File: src/rtl/ea_pkg.sv
// ea_pkg: shared constants and FSM state type for the EA4163 input scan sequencer
package ea_pkg;
  localparam int NCH = 24;
  localparam int NGRP = 3;
  localparam int MUXW = 3;
  localparam int NPOS = 8;
  localparam int SETTLE_CYC_DEF = 32;
  typedef enum logic [2:0] {IDLE, SETUP, SETTLE, SAMPLE, COMMIT} state_e;
endpackage

File: src/rtl/ea_inscan_if.sv
// ea_inscan_if: register-file and input-multiplexer bus of the scan sequencer
interface ea_inscan_if;
  import ea_pkg::*;
  logic I_SCAN_EN;
  logic I_M_1_8_IN;
  logic I_M_9_16_IN;
  logic I_M_17_24_IN;
  logic [NCH-1:0] I_BLCKIN;
  logic [NCH-1:0] I_INTMSK;
  logic [NCH-1:0] I_CHG_CLR;
  logic [MUXW-1:0] O_MUX_A;
  logic O_MUX_1_8_EN;
  logic O_MUX_9_16_EN;
  logic O_MUX_17_24_EN;
  logic [NCH-1:0] O_DATAIN;
  logic [NCH-1:0] O_CHG;
  logic O_FRAME_DONE;
  logic O_IRQ_REQ;
  modport slave (
    input  I_SCAN_EN, I_M_1_8_IN, I_M_9_16_IN, I_M_17_24_IN, I_BLCKIN, I_INTMSK, I_CHG_CLR,
    output O_MUX_A, O_MUX_1_8_EN, O_MUX_9_16_EN, O_MUX_17_24_EN, O_DATAIN, O_CHG,
           O_FRAME_DONE, O_IRQ_REQ
  );
  modport master (
    output I_SCAN_EN, I_M_1_8_IN, I_M_9_16_IN, I_M_17_24_IN, I_BLCKIN, I_INTMSK, I_CHG_CLR,
    input  O_MUX_A, O_MUX_1_8_EN, O_MUX_9_16_EN, O_MUX_17_24_EN, O_DATAIN, O_CHG,
           O_FRAME_DONE, O_IRQ_REQ
  );
endinterface

File: src/rtl/ea_sync2.sv
// ea_sync2: two-flop synchroniser for one asynchronous multiplexer output, resets to 0
module ea_sync2 (
  input  logic clk_i,
  input  logic rst_ni,
  input  logic d_i,
  output logic q_o
);
  logic meta_q;
  // shift the raw input through two flops before anyone looks at it
  always_ff @(posedge clk_i or negedge rst_ni)
    if (!rst_ni) begin
      meta_q <= 1'b0;
      q_o <= 1'b0;
    end else begin
      meta_q <= d_i;
      q_o <= meta_q;
    end
endmodule

File: src/rtl/ea_inscan.sv
// ea_inscan: walks the 3-bit mux address, samples 3 mux outputs into a 24-bit snapshot with blocking and sticky change flags
// Define EA_INSCAN_DEBOUNCE_EN to commit a channel only when two consecutive frames agree.
module ea_inscan
  import ea_pkg::*;
#(
  parameter int SETTLE_CYC = SETTLE_CYC_DEF
) (
  input logic I_CLK_32M,
  input logic I_RESET_N,
  ea_inscan_if.slave bus
);
  state_e state_q, state_d;
  logic [MUXW-1:0] addr_q, addr_d;
  logic [7:0] cnt_q, cnt_d;
  logic [NCH-1:0] shadow_q, shadow_d;
  logic [NCH-1:0] datain_q, datain_d;
  logic [NCH-1:0] chg_q, chg_d;
  logic [NCH-1:0] new_v, commit_v;
  logic done_q, commit, scanning;
  logic [NGRP-1:0] m_raw, m_sync;
  assign m_raw = {bus.I_M_17_24_IN, bus.I_M_9_16_IN, bus.I_M_1_8_IN};
  for (genvar g = 0; g < NGRP; g++) begin : g_sync
    ea_sync2 u_sync (.clk_i(I_CLK_32M), .rst_ni(I_RESET_N), .d_i(m_raw[g]), .q_o(m_sync[g]));
  end
  assign commit = state_q == COMMIT;
  assign scanning = state_q inside {SETUP, SETTLE, SAMPLE};
  // next state: address walk and settle countdown; losing scan enable mid-frame aborts to idle
  always_comb begin
    state_d = state_q;
    addr_d = addr_q;
    cnt_d = cnt_q;
    case (state_q)
      IDLE: if (bus.I_SCAN_EN) begin
        state_d = SETUP;
        addr_d = '0;
      end
      SETUP: begin
        cnt_d = 8'(SETTLE_CYC - 1);
        state_d = SETTLE;
      end
      SETTLE: begin
        state_d = cnt_q == 8'd0 ? SAMPLE : SETTLE;
        cnt_d = cnt_q == 8'd0 ? cnt_q : cnt_q - 8'd1;
      end
      SAMPLE: begin
        state_d = addr_q == MUXW'(NPOS - 1) ? COMMIT : SETUP;
        addr_d = addr_q == MUXW'(NPOS - 1) ? addr_q : addr_q + 1'b1;
      end
      COMMIT: begin
        state_d = bus.I_SCAN_EN ? SETUP : IDLE;
        addr_d = '0;
      end
      default: state_d = IDLE;
    endcase
    if (scanning && !bus.I_SCAN_EN) begin
      state_d = IDLE;
      addr_d = '0;
    end
  end
  // capture one bit of each channel group at the current address
  always_comb begin
    shadow_d = shadow_q;
    if (state_q == SAMPLE) begin
      shadow_d[{2'd0, addr_q}] = m_sync[0];
      shadow_d[{2'd1, addr_q}] = m_sync[1];
      shadow_d[{2'd2, addr_q}] = m_sync[2];
    end
  end
  assign new_v = shadow_q & bus.I_BLCKIN;
`ifdef EA_INSCAN_DEBOUNCE_EN
  logic [NCH-1:0] prev_q;
  logic [NCH-1:0] agree;
  assign agree = ~(new_v ^ prev_q);
  assign commit_v = ((new_v & agree) | (datain_q & ~agree)) & bus.I_BLCKIN;
  // remember last frame's raw blocked snapshot so the next frame can confirm it
  always_ff @(posedge I_CLK_32M or negedge I_RESET_N)
    if (!I_RESET_N) prev_q <= '0;
    else if (commit) prev_q <= new_v;
`else
  assign commit_v = new_v;
`endif
  // commit the snapshot; clears apply every cycle but a same-cycle change still sets the flag
  always_comb begin
    datain_d = commit ? commit_v : datain_q;
    chg_d = (chg_q & ~bus.I_CHG_CLR) | (commit ? (commit_v ^ datain_q) & bus.I_BLCKIN : '0);
  end
  // state and datapath registers
  always_ff @(posedge I_CLK_32M or negedge I_RESET_N)
    if (!I_RESET_N) begin
      state_q <= IDLE;
      addr_q <= '0;
      cnt_q <= '0;
      shadow_q <= '0;
      datain_q <= '0;
      chg_q <= '0;
      done_q <= 1'b0;
    end else begin
      state_q <= state_d;
      addr_q <= addr_d;
      cnt_q <= cnt_d;
      shadow_q <= shadow_d;
      datain_q <= datain_d;
      chg_q <= chg_d;
      done_q <= commit;
    end
  assign bus.O_MUX_A = scanning ? addr_q : '0;
  assign bus.O_MUX_1_8_EN = scanning;
  assign bus.O_MUX_9_16_EN = scanning;
  assign bus.O_MUX_17_24_EN = scanning;
  assign bus.O_DATAIN = datain_q;
  assign bus.O_CHG = chg_q;
  assign bus.O_FRAME_DONE = done_q;
  assign bus.O_IRQ_REQ = |(chg_q & bus.I_INTMSK);
endmodule
File: src/flat_wrapper.sv
// flat-port wrapper written by rule: the top's interface ports become plain ports
module ea_inscan_flat import ea_pkg::*;
#(
  parameter int SETTLE_CYC = SETTLE_CYC_DEF
)
  (I_CLK_32M, I_RESET_N, bus_I_SCAN_EN, bus_I_M_1_8_IN, bus_I_M_9_16_IN, bus_I_M_17_24_IN, bus_I_BLCKIN, bus_I_INTMSK, bus_I_CHG_CLR, bus_O_MUX_A, bus_O_MUX_1_8_EN, bus_O_MUX_9_16_EN, bus_O_MUX_17_24_EN, bus_O_DATAIN, bus_O_CHG, bus_O_FRAME_DONE, bus_O_IRQ_REQ);
  ea_inscan_if bus_i ();
  input logic I_CLK_32M;
  input logic I_RESET_N;
  input wire logic [$bits(bus_i.I_SCAN_EN)-1:0] bus_I_SCAN_EN;
  input wire logic [$bits(bus_i.I_M_1_8_IN)-1:0] bus_I_M_1_8_IN;
  input wire logic [$bits(bus_i.I_M_9_16_IN)-1:0] bus_I_M_9_16_IN;
  input wire logic [$bits(bus_i.I_M_17_24_IN)-1:0] bus_I_M_17_24_IN;
  input wire logic [$bits(bus_i.I_BLCKIN)-1:0] bus_I_BLCKIN;
  input wire logic [$bits(bus_i.I_INTMSK)-1:0] bus_I_INTMSK;
  input wire logic [$bits(bus_i.I_CHG_CLR)-1:0] bus_I_CHG_CLR;
  output wire logic [$bits(bus_i.O_MUX_A)-1:0] bus_O_MUX_A;
  output wire logic [$bits(bus_i.O_MUX_1_8_EN)-1:0] bus_O_MUX_1_8_EN;
  output wire logic [$bits(bus_i.O_MUX_9_16_EN)-1:0] bus_O_MUX_9_16_EN;
  output wire logic [$bits(bus_i.O_MUX_17_24_EN)-1:0] bus_O_MUX_17_24_EN;
  output wire logic [$bits(bus_i.O_DATAIN)-1:0] bus_O_DATAIN;
  output wire logic [$bits(bus_i.O_CHG)-1:0] bus_O_CHG;
  output wire logic [$bits(bus_i.O_FRAME_DONE)-1:0] bus_O_FRAME_DONE;
  output wire logic [$bits(bus_i.O_IRQ_REQ)-1:0] bus_O_IRQ_REQ;
  assign bus_i.I_SCAN_EN = bus_I_SCAN_EN;
  assign bus_i.I_M_1_8_IN = bus_I_M_1_8_IN;
  assign bus_i.I_M_9_16_IN = bus_I_M_9_16_IN;
  assign bus_i.I_M_17_24_IN = bus_I_M_17_24_IN;
  assign bus_i.I_BLCKIN = bus_I_BLCKIN;
  assign bus_i.I_INTMSK = bus_I_INTMSK;
  assign bus_i.I_CHG_CLR = bus_I_CHG_CLR;
  assign bus_O_MUX_A = bus_i.O_MUX_A;
  assign bus_O_MUX_1_8_EN = bus_i.O_MUX_1_8_EN;
  assign bus_O_MUX_9_16_EN = bus_i.O_MUX_9_16_EN;
  assign bus_O_MUX_17_24_EN = bus_i.O_MUX_17_24_EN;
  assign bus_O_DATAIN = bus_i.O_DATAIN;
  assign bus_O_CHG = bus_i.O_CHG;
  assign bus_O_FRAME_DONE = bus_i.O_FRAME_DONE;
  assign bus_O_IRQ_REQ = bus_i.O_IRQ_REQ;
  ea_inscan #(.SETTLE_CYC(SETTLE_CYC)) u_core (.I_CLK_32M(I_CLK_32M), .I_RESET_N(I_RESET_N), .bus(bus_i));
endmodule
File: config.mk
export PLATFORM = sky130hd
export DESIGN_NAME = ea_inscan_flat
export DESIGN_NICKNAME = d
export VERILOG_FILES = /design/src/rtl/ea_pkg.sv /design/src/rtl/ea_inscan_if.sv /design/src/rtl/ea_sync2.sv /design/src/rtl/ea_inscan.sv /design/src/flat_wrapper.sv
export SDC_FILE = /design/constraint.sdc
export NUM_CORES = 1
export LEC_CHECK = 0
export CORE_ASPECT_RATIO = 0.9
export CORE_MARGIN = 5
export CORE_UTILIZATION = 40
export DETAILED_ROUTE_END_ITERATION = 6
export PLACE_DENSITY = 0.79
export SLEW_MARGIN = 20
export SYNTH_ARGS = -nofsm -noshare
export SYNTH_HDL_FRONTEND = slang
export SYNTH_SLANG_ARGS = --single-unit
File: constraint.sdc
create_clock -name I_CLK_32M -period 5.4 [get_ports I_CLK_32M]
set_clock_uncertainty 0.2 [all_clocks]
set_input_delay 1.35 -clock I_CLK_32M [delete_from_list [all_inputs] [get_ports I_CLK_32M]]
set_output_delay 1.35 -clock I_CLK_32M [all_outputs]
set_load 0.02 [all_outputs]
==> flow_summary_export.csv, run 1 <==
group,metric,value,unit
run_status,run_status,"finished, final reports clean",
final_layout,nets,604,
drt,drt_iter0_drc,167,
cts,ctsResizeCount,0,
timing,finalHoldViolCount,0,
hold_path,whs_path_depth,0,
synth,seq_area_frac_synth,56.11,%
cts,cts_made_buffers,9,
final_layout,synthToLayoutAreaGrowth,41.57,%
final_layout,finalNonFillerCells,657,
floorplan,start_util,40.65,%
timing,maxSlewHeadroom,53.78,%
critical_path,crit_arrival,2.92,ns
critical_path,start_kind,"input port",
floorplan,die_h,106.6,µm
global_route,grt_pass1_wl,17800,µm
cts,path_clk_slew,0.06,ns
cts,cts_root_buf,"clkbuf_16",
critical_path,worstPathBufferInverterCount,2,
synth,synth-edff-count,0,
floorplan,rows,35,
cts,cts_max_level,3,
drt,avgRoutedWirePerCell,16.35,µm
floorplan,io_pins,134,
drt,drc,0,
drt,ant_nets,0,
job,drv_cap,0,
critical_path,r2r-end,"u_core.addr_q[0]",
critical_path,critPathRequiredTime,3.85,ns
critical_path,r2r-start,"u_core.addr_q[1]",
place,place_congestion,0.8310,
drt,wirelength,10740,µm
synth,synth_ff_type,"dfrtp_1",
cts,cts_buffer_depth,2,
cts,cts.sinks,93,
global_route,grt_pass1_vias,3410,
global_route,globalRouteTotalUtil,17.48,%
hold_path,holdPathEnd,"u_core.g_sync[1].u_sync.q_o",
synth,synth_top_area_cell,"dfrtp_1",
global_route,grt_max_degree,74,
critical_path,crit_chain,"clkdlybuf4s50_1, a22oi_1, nand4_1, nor2_1, nand4_1, clkdlybuf4s50_1",
synth,syn_inst,388,
final_layout,drive_gt1_share,10.42,%
cts,cts_setup_buffers,0,
place,port_buffers,133,
critical_path,crit_type,"in2out",
hold_path,hold_class,"reg2reg",
power_and_ir_drop,powerDensity,260.7,nW/µm²
critical_path,rrSetupSlack,3.21,ns
critical_path,reg2regPathDepth,6,
cts,clk_latency,0.33,ns
timing,worst_slew_pin_slew,0.6880,ns
place,place_inst,641,
timing,rsz0062_at_grt,"no",
timing,max_freq,0.2239,GHz
synth,avgSynthCellArea,10.69,µm²
final_layout,diodes,0,
floorplan,design.core.area,10200,µm²
critical_path,end_kind,"output pin",
timing,slew_viol_final,0,
power_and_ir_drop,irDropWorstVdd,0.0001665,V
synth,syn_area,4148,µm²
synth,synth_top_area_share,56.11,%
drt,viasPerCell,5.040,
final_layout,final_util,57.55,%
critical_path,slowest_stage,"clkdlybuf4s50_1",
critical_path,max_stage_delay,0.55,ns
synth,ys_warn_count,0,
timing,period_minus_slack,4.466,ns
global_route,overflow,0,
cts,cts-hold-fix-buffers,0,
floorplan,die_area,12510,µm²
synth,yosysUniqueCellTypes,43,
critical_path,critPathMaxFanout,1,
timing,whs,0.1490,ns
drt,vias,3311,
cts,cts_tree,"done",
power_and_ir_drop,leakagePower,0.002548,µW
place,place_ws,0.8971,ns
timing,tns,0,ns
drt,firstDrtPassIters,4,
place,dpl.hpwl,8247,µm
synth,syn-num-nets,469,
synth,synth_seq_cells,93,
global_route,grt_antenna_before_repair,0,
critical_path,crit_family,"buffers and inverters",
timing,final.setup.worst_slack,0.9344,ns
timing,finalSetupViolCount,0,
hold_path,hold_path_startpoint,"u_core.g_sync[1].u_sync.meta_q",
timing,min_period_over_period,82.70,%
synth,async_flop_share,100.0,%
floorplan,die_width,117.3,µm
synth,synthTopCellsByArea,"dfrtp_1, nand2_1, mux2_2",
[per-layer routing]
layer	global-route usage, %	up-vias	share of wire [%]
met5	0	-	0
met4	5.965	0	1.4
met3	4.325	10	5.3
met2	29.16	111	50
met1	22.32	1592	44
li1	-	1598	-
[worst max-delay path by stage]
| stage | start | end | slack, ns | cells past startpoint |
|---|---|---|---|---|
| floorplan | bus_I_INTMSK[4] | bus_O_IRQ_REQ | 1.84 | 3 |
| global placement | bus_I_INTMSK[14] | bus_O_IRQ_REQ | 0.90 | 6 |
| detailed placement | bus_I_INTMSK[14] | bus_O_IRQ_REQ | 0.90 | 6 |
| CTS | bus_I_INTMSK[14] | bus_O_IRQ_REQ | 0.90 | 6 |
| global route | bus_I_INTMSK[14] | bus_O_IRQ_REQ | 0.77 | 6 |
| finish | bus_I_INTMSK[2] | bus_O_IRQ_REQ | 0.93 | 6 |
[sequential cells by signal, summed over array words and instances (netlist names)]
| name | count |
|---|---|
| u_core.addr_q | 3 |
| u_core.bus.O_CHG | 24 |
| u_core.g_sync.u_sync.meta_q | 3 |
| u_core.bus.O_FRAME_DONE | 1 |
| u_core.g_sync.u_sync.q_o | 3 |
| u_core.state_q | 3 |
| u_core.cnt_q | 8 |
| u_core.shadow_q | 24 |
| u_core.bus.O_DATAIN | 24 |
[cell usage in the layout (no fill, tap or decap), types with 3 or more instances in the layout]
cell type        instances
a211oi_1                 4
a22o_1                   3
a22oi_1                 10
and2_1                   3
buf_4                    3
clkbuf_16                9
clkdlybuf4s50_1        132
dfrtp_1                 93
ha_1                     3
inv_1                   30
inv_6                    3
mux2_2                  25
nand2_1                 79
nand4_1                  3
nor2_1                  10
nor3_1                   3
o21ai_0                 25
o22ai_1                 24
or3_1                    4
xnor2_1                  4
xor2_1                  24
[worst register-to-register path: cells and delay by family (launching register included)]
kind,cells,cell delay [ns]
mux,1,0.28
flops,1,0.50
simple gates,2,0.36
fa+ha+maj,2,0.44
compound gates,1,0.30
[power breakdown]
part	leakage, µW	total (µW)	internal [µW]	switching (µW)
sequential	0.00113	755	724	31.3
clock	0.000133	589	317	272
combinational	0.00129	187	103	83.7
total	0.00255	1530	1140	387
[metrics by stage]
stage               total power, µW  instance area [µm²]
floorplan                     849.4                 4148
global placement              948.2                 5592
detailed placement            957.1                 5592
CTS                            1544                 5872
global route                   1596                 5872
finish                         1531                 5872
[cell type report]
cell class	instances	area [µm²]
tap	129	161.4
clock inverter	7	55.05
clock buffer	9	225.2
timing repair buffer	135	1344
sequential	93	2327
inverter	30	112.6
multi-input combinational	254	1647
fill	867	4332
[Yosys cell counts, types with 2 or more instances]
cell	count
buf_4	2
buf_6	2
nor3_1	3
nand3b_1	2
clkbuf_1	7
o21ai_0	25
nand2_1	80
nor2b_1	2
xnor2_1	4
ha_1	3
nor2_1	10
or3_1	4
nand4_1	3
o22ai_1	24
nor4b_2	2
a21oi_1	2
a22oi_1	10
dfrtp_1	93
nand3_1	2
a22o_1	3
nor3b_2	2
xor2_1	24
a211oi_1	4
and2_1	3
mux2_2	25
inv_1	30
[logic make-up after synthesis]
logic type      count (synthesis)  share of synthesized area [%]
compound gates                 77                          12.25
xor+xnor                       28                          5.912
fa+ha+maj                       3                         0.9051
buf+inv                        41                          4.253
flops                          93                          56.11
mux                            25                          6.787
simple gates                  121                          13.79
Note: power is estimated with default switching activity, not from simulation.
==> inputs of run 2 (changes only) <==
==> constraint.sdc (replaced) <==
create_clock -name I_CLK_32M -period 4.3 [get_ports I_CLK_32M]
set_clock_uncertainty 0.2 [all_clocks]
set_input_delay 1.075 -clock I_CLK_32M [delete_from_list [all_inputs] [get_ports I_CLK_32M]]
set_output_delay 1.075 -clock I_CLK_32M [all_outputs]
set_load 0.02 [all_outputs]
==> flow_summary_export.csv, run 2 (same netlist as run 1, synthesis figures left out) <==
group,metric,value,unit
floorplan,rows,35,
job,drv_cap,0,
timing,maxSlewHeadroom,40.53,%
place,place_inst,642,
critical_path,rrSetupSlack,2.14,ns
floorplan,io_pins,134,
hold_path,whs_path_depth,0,
cts,cts_root_buf,"clkbuf_16",
place,dpl.hpwl,7956,µm
final_layout,multiInputGateArea,1647,µm²
power_and_ir_drop,irDropWorstVdd,0.0001937,V
drt,firstDrtPassIters,4,
cts,clk_latency,0.33,ns
global_route,grt_max_degree,74,
drt,drt_iter0_drc,151,
final_layout,nets,605,
final_layout,diodes,0,
cts,cts_tree,"done",
critical_path,crit_start,"bus_I_INTMSK[14]",
cts,cts.sinks,93,
place,place_congestion,0.8316,
place,port_buffers,133,
final_layout,layout_common_cells,"clkdlybuf4s50_1, dfrtp_1, nand2_1, inv_1",
drt,viasPerCell,5.011,
timing,slew_viol_final,0,
cts,cts_max_level,3,
global_route,grt_pass1_vias,3376,
power_and_ir_drop,leakagePower,0.002574,µW
drt,vias,3297,
drt,ant_nets,0,
timing,finalHoldViolCount,0,
critical_path,crit_type,"in2out",
final_layout,fin_area,5922,µm²
cts,cts_setup_buffers,0,
critical_path,crit_arrival,2.65,ns
drt,drc,0,
drt,wirelength,10560,µm
power_and_ir_drop,total_power,2031,µW
final_layout,final_common_cell,"clkdlybuf4s50_1",
critical_path,end_kind,"output pin",
floorplan,die_h,106.6,µm
timing,tns,0,ns
floorplan,die_area,12510,µm²
global_route,grt_antenna_before_repair,0,
drt,avgRoutedWirePerCell,16.05,µm
final_layout,n_fill_cell,875,
final_layout,drive_gt1_share,10.40,%
critical_path,r2r-end,"u_core.cnt_q[1]",
global_route,grt_pass1_wl,17380,µm
cts,cts_buffer_depth,2,
critical_path,reg2regPathDepth,6,
timing,min_period_over_period,91.25,%
hold_path,holdPathEnd,"u_core.g_sync[0].u_sync.q_o",
global_route,globalRouteTotalUtil,17.13,%
timing,rsz0062_at_grt,"no",
final_layout,finalNonFillerCells,658,
floorplan,die_width,117.3,µm
final_layout,regArea,2327,µm²
power_and_ir_drop,powerDensity,343.0,nW/µm²
timing,final.setup.worst_slack,0.3765,ns
timing,max_freq,0.2549,GHz
cts,cts_made_buffers,9,
timing,worst_slew_pin_slew,0.8921,ns
cts,ctsResizeCount,0,
critical_path,critPathRequiredTime,3.02,ns
timing,period_minus_slack,3.924,ns
timing,finalSetupViolCount,0,
critical_path,start_kind,"input port",
critical_path,r2r-start,"u_core.cnt_q[0]",
cts,cts-hold-fix-buffers,0,
final_layout,synthToLayoutAreaGrowth,42.78,%
floorplan,design.core.area,10200,µm²
cts,path_clk_slew,0.06,ns
floorplan,start_util,40.65,%
place,detailed_place.area,5599,µm²
hold_path,hold_class,"reg2reg",
critical_path,critPathMaxFanout,1,
global_route,overflow,0,
run_status,run_status,"finished, final reports clean",
hold_path,hold_path_startpoint,"u_core.g_sync[0].u_sync.meta_q",
place,place_ws,0.3508,ns
==> run 2: cell count changes in the layout (fill, tap and decap cells not counted), sizes merged <==
cell,delta
clkbuf,+1
bufinv,+2
clkinvlp,-1
buf,+1
clkinv,-1
inv,-1
==> run 2: worst max path at each step <==
stage / endpoint / slack [ns]
6_report: bus_O_IRQ_REQ / 0.38
5_1_grt: bus_O_IRQ_REQ / 0.23
4_1_cts: bus_O_IRQ_REQ / 0.34
2_1_floorplan: bus_O_IRQ_REQ / 1.29
3_3_place_gp: bus_O_IRQ_REQ / 0.36
3_5_place_dp: bus_O_IRQ_REQ / 0.35
==> run 2: final cells by class <==
| cell class | count | area share, % |
|---|---|---|
| Inverter | 30 | 1.902 |
| Timing Repair Buffer | 136 | 22.82 |
| Clock buffer | 10 | 3.866 |
| Multi-Input combinational cell | 254 | 27.80 |
| Sequential cell | 93 | 39.30 |
| Tap cell | 129 | 2.726 |
| Clock inverter | 6 | 1.585 |
==> run 2: power by group <==
part	total, µW	switching (µW)	internal, µW
Clock	848	333	515
Sequential	947	38.2	909
Combinational	236	106	131
Total	2030	477	1550
==> run 2: routing by layer <==
| layer | track usage (%) | routed length [µm] |
|---|---|---|
| met4 | 3.480 | 85 |
| met3 | 4.905 | 700 |
| met5 | 0 | 0 |
| met1 | 22.72 | 4710 |
| met2 | 28.23 | 5065 |
==> run 2: metrics by stage <==
stage	hold WS [ns]	util, %
after global placement	0.1362	54.87
after CTS	0.1511	58.04
final	0.1507	58.04
after global routing	0.1595	58.04
after detailed placement	0.1363	54.87
after floorplan	0.1312	-
==> run 2: critical path, cell delays in order <==
cell	delay, ns
clkdlybuf4s50_1	0.43
a22oi_1	0.24
nand4_1	0.13
nor2_1	0.12
nand4_1	0.10
clkdlybuf4s50_1	0.55
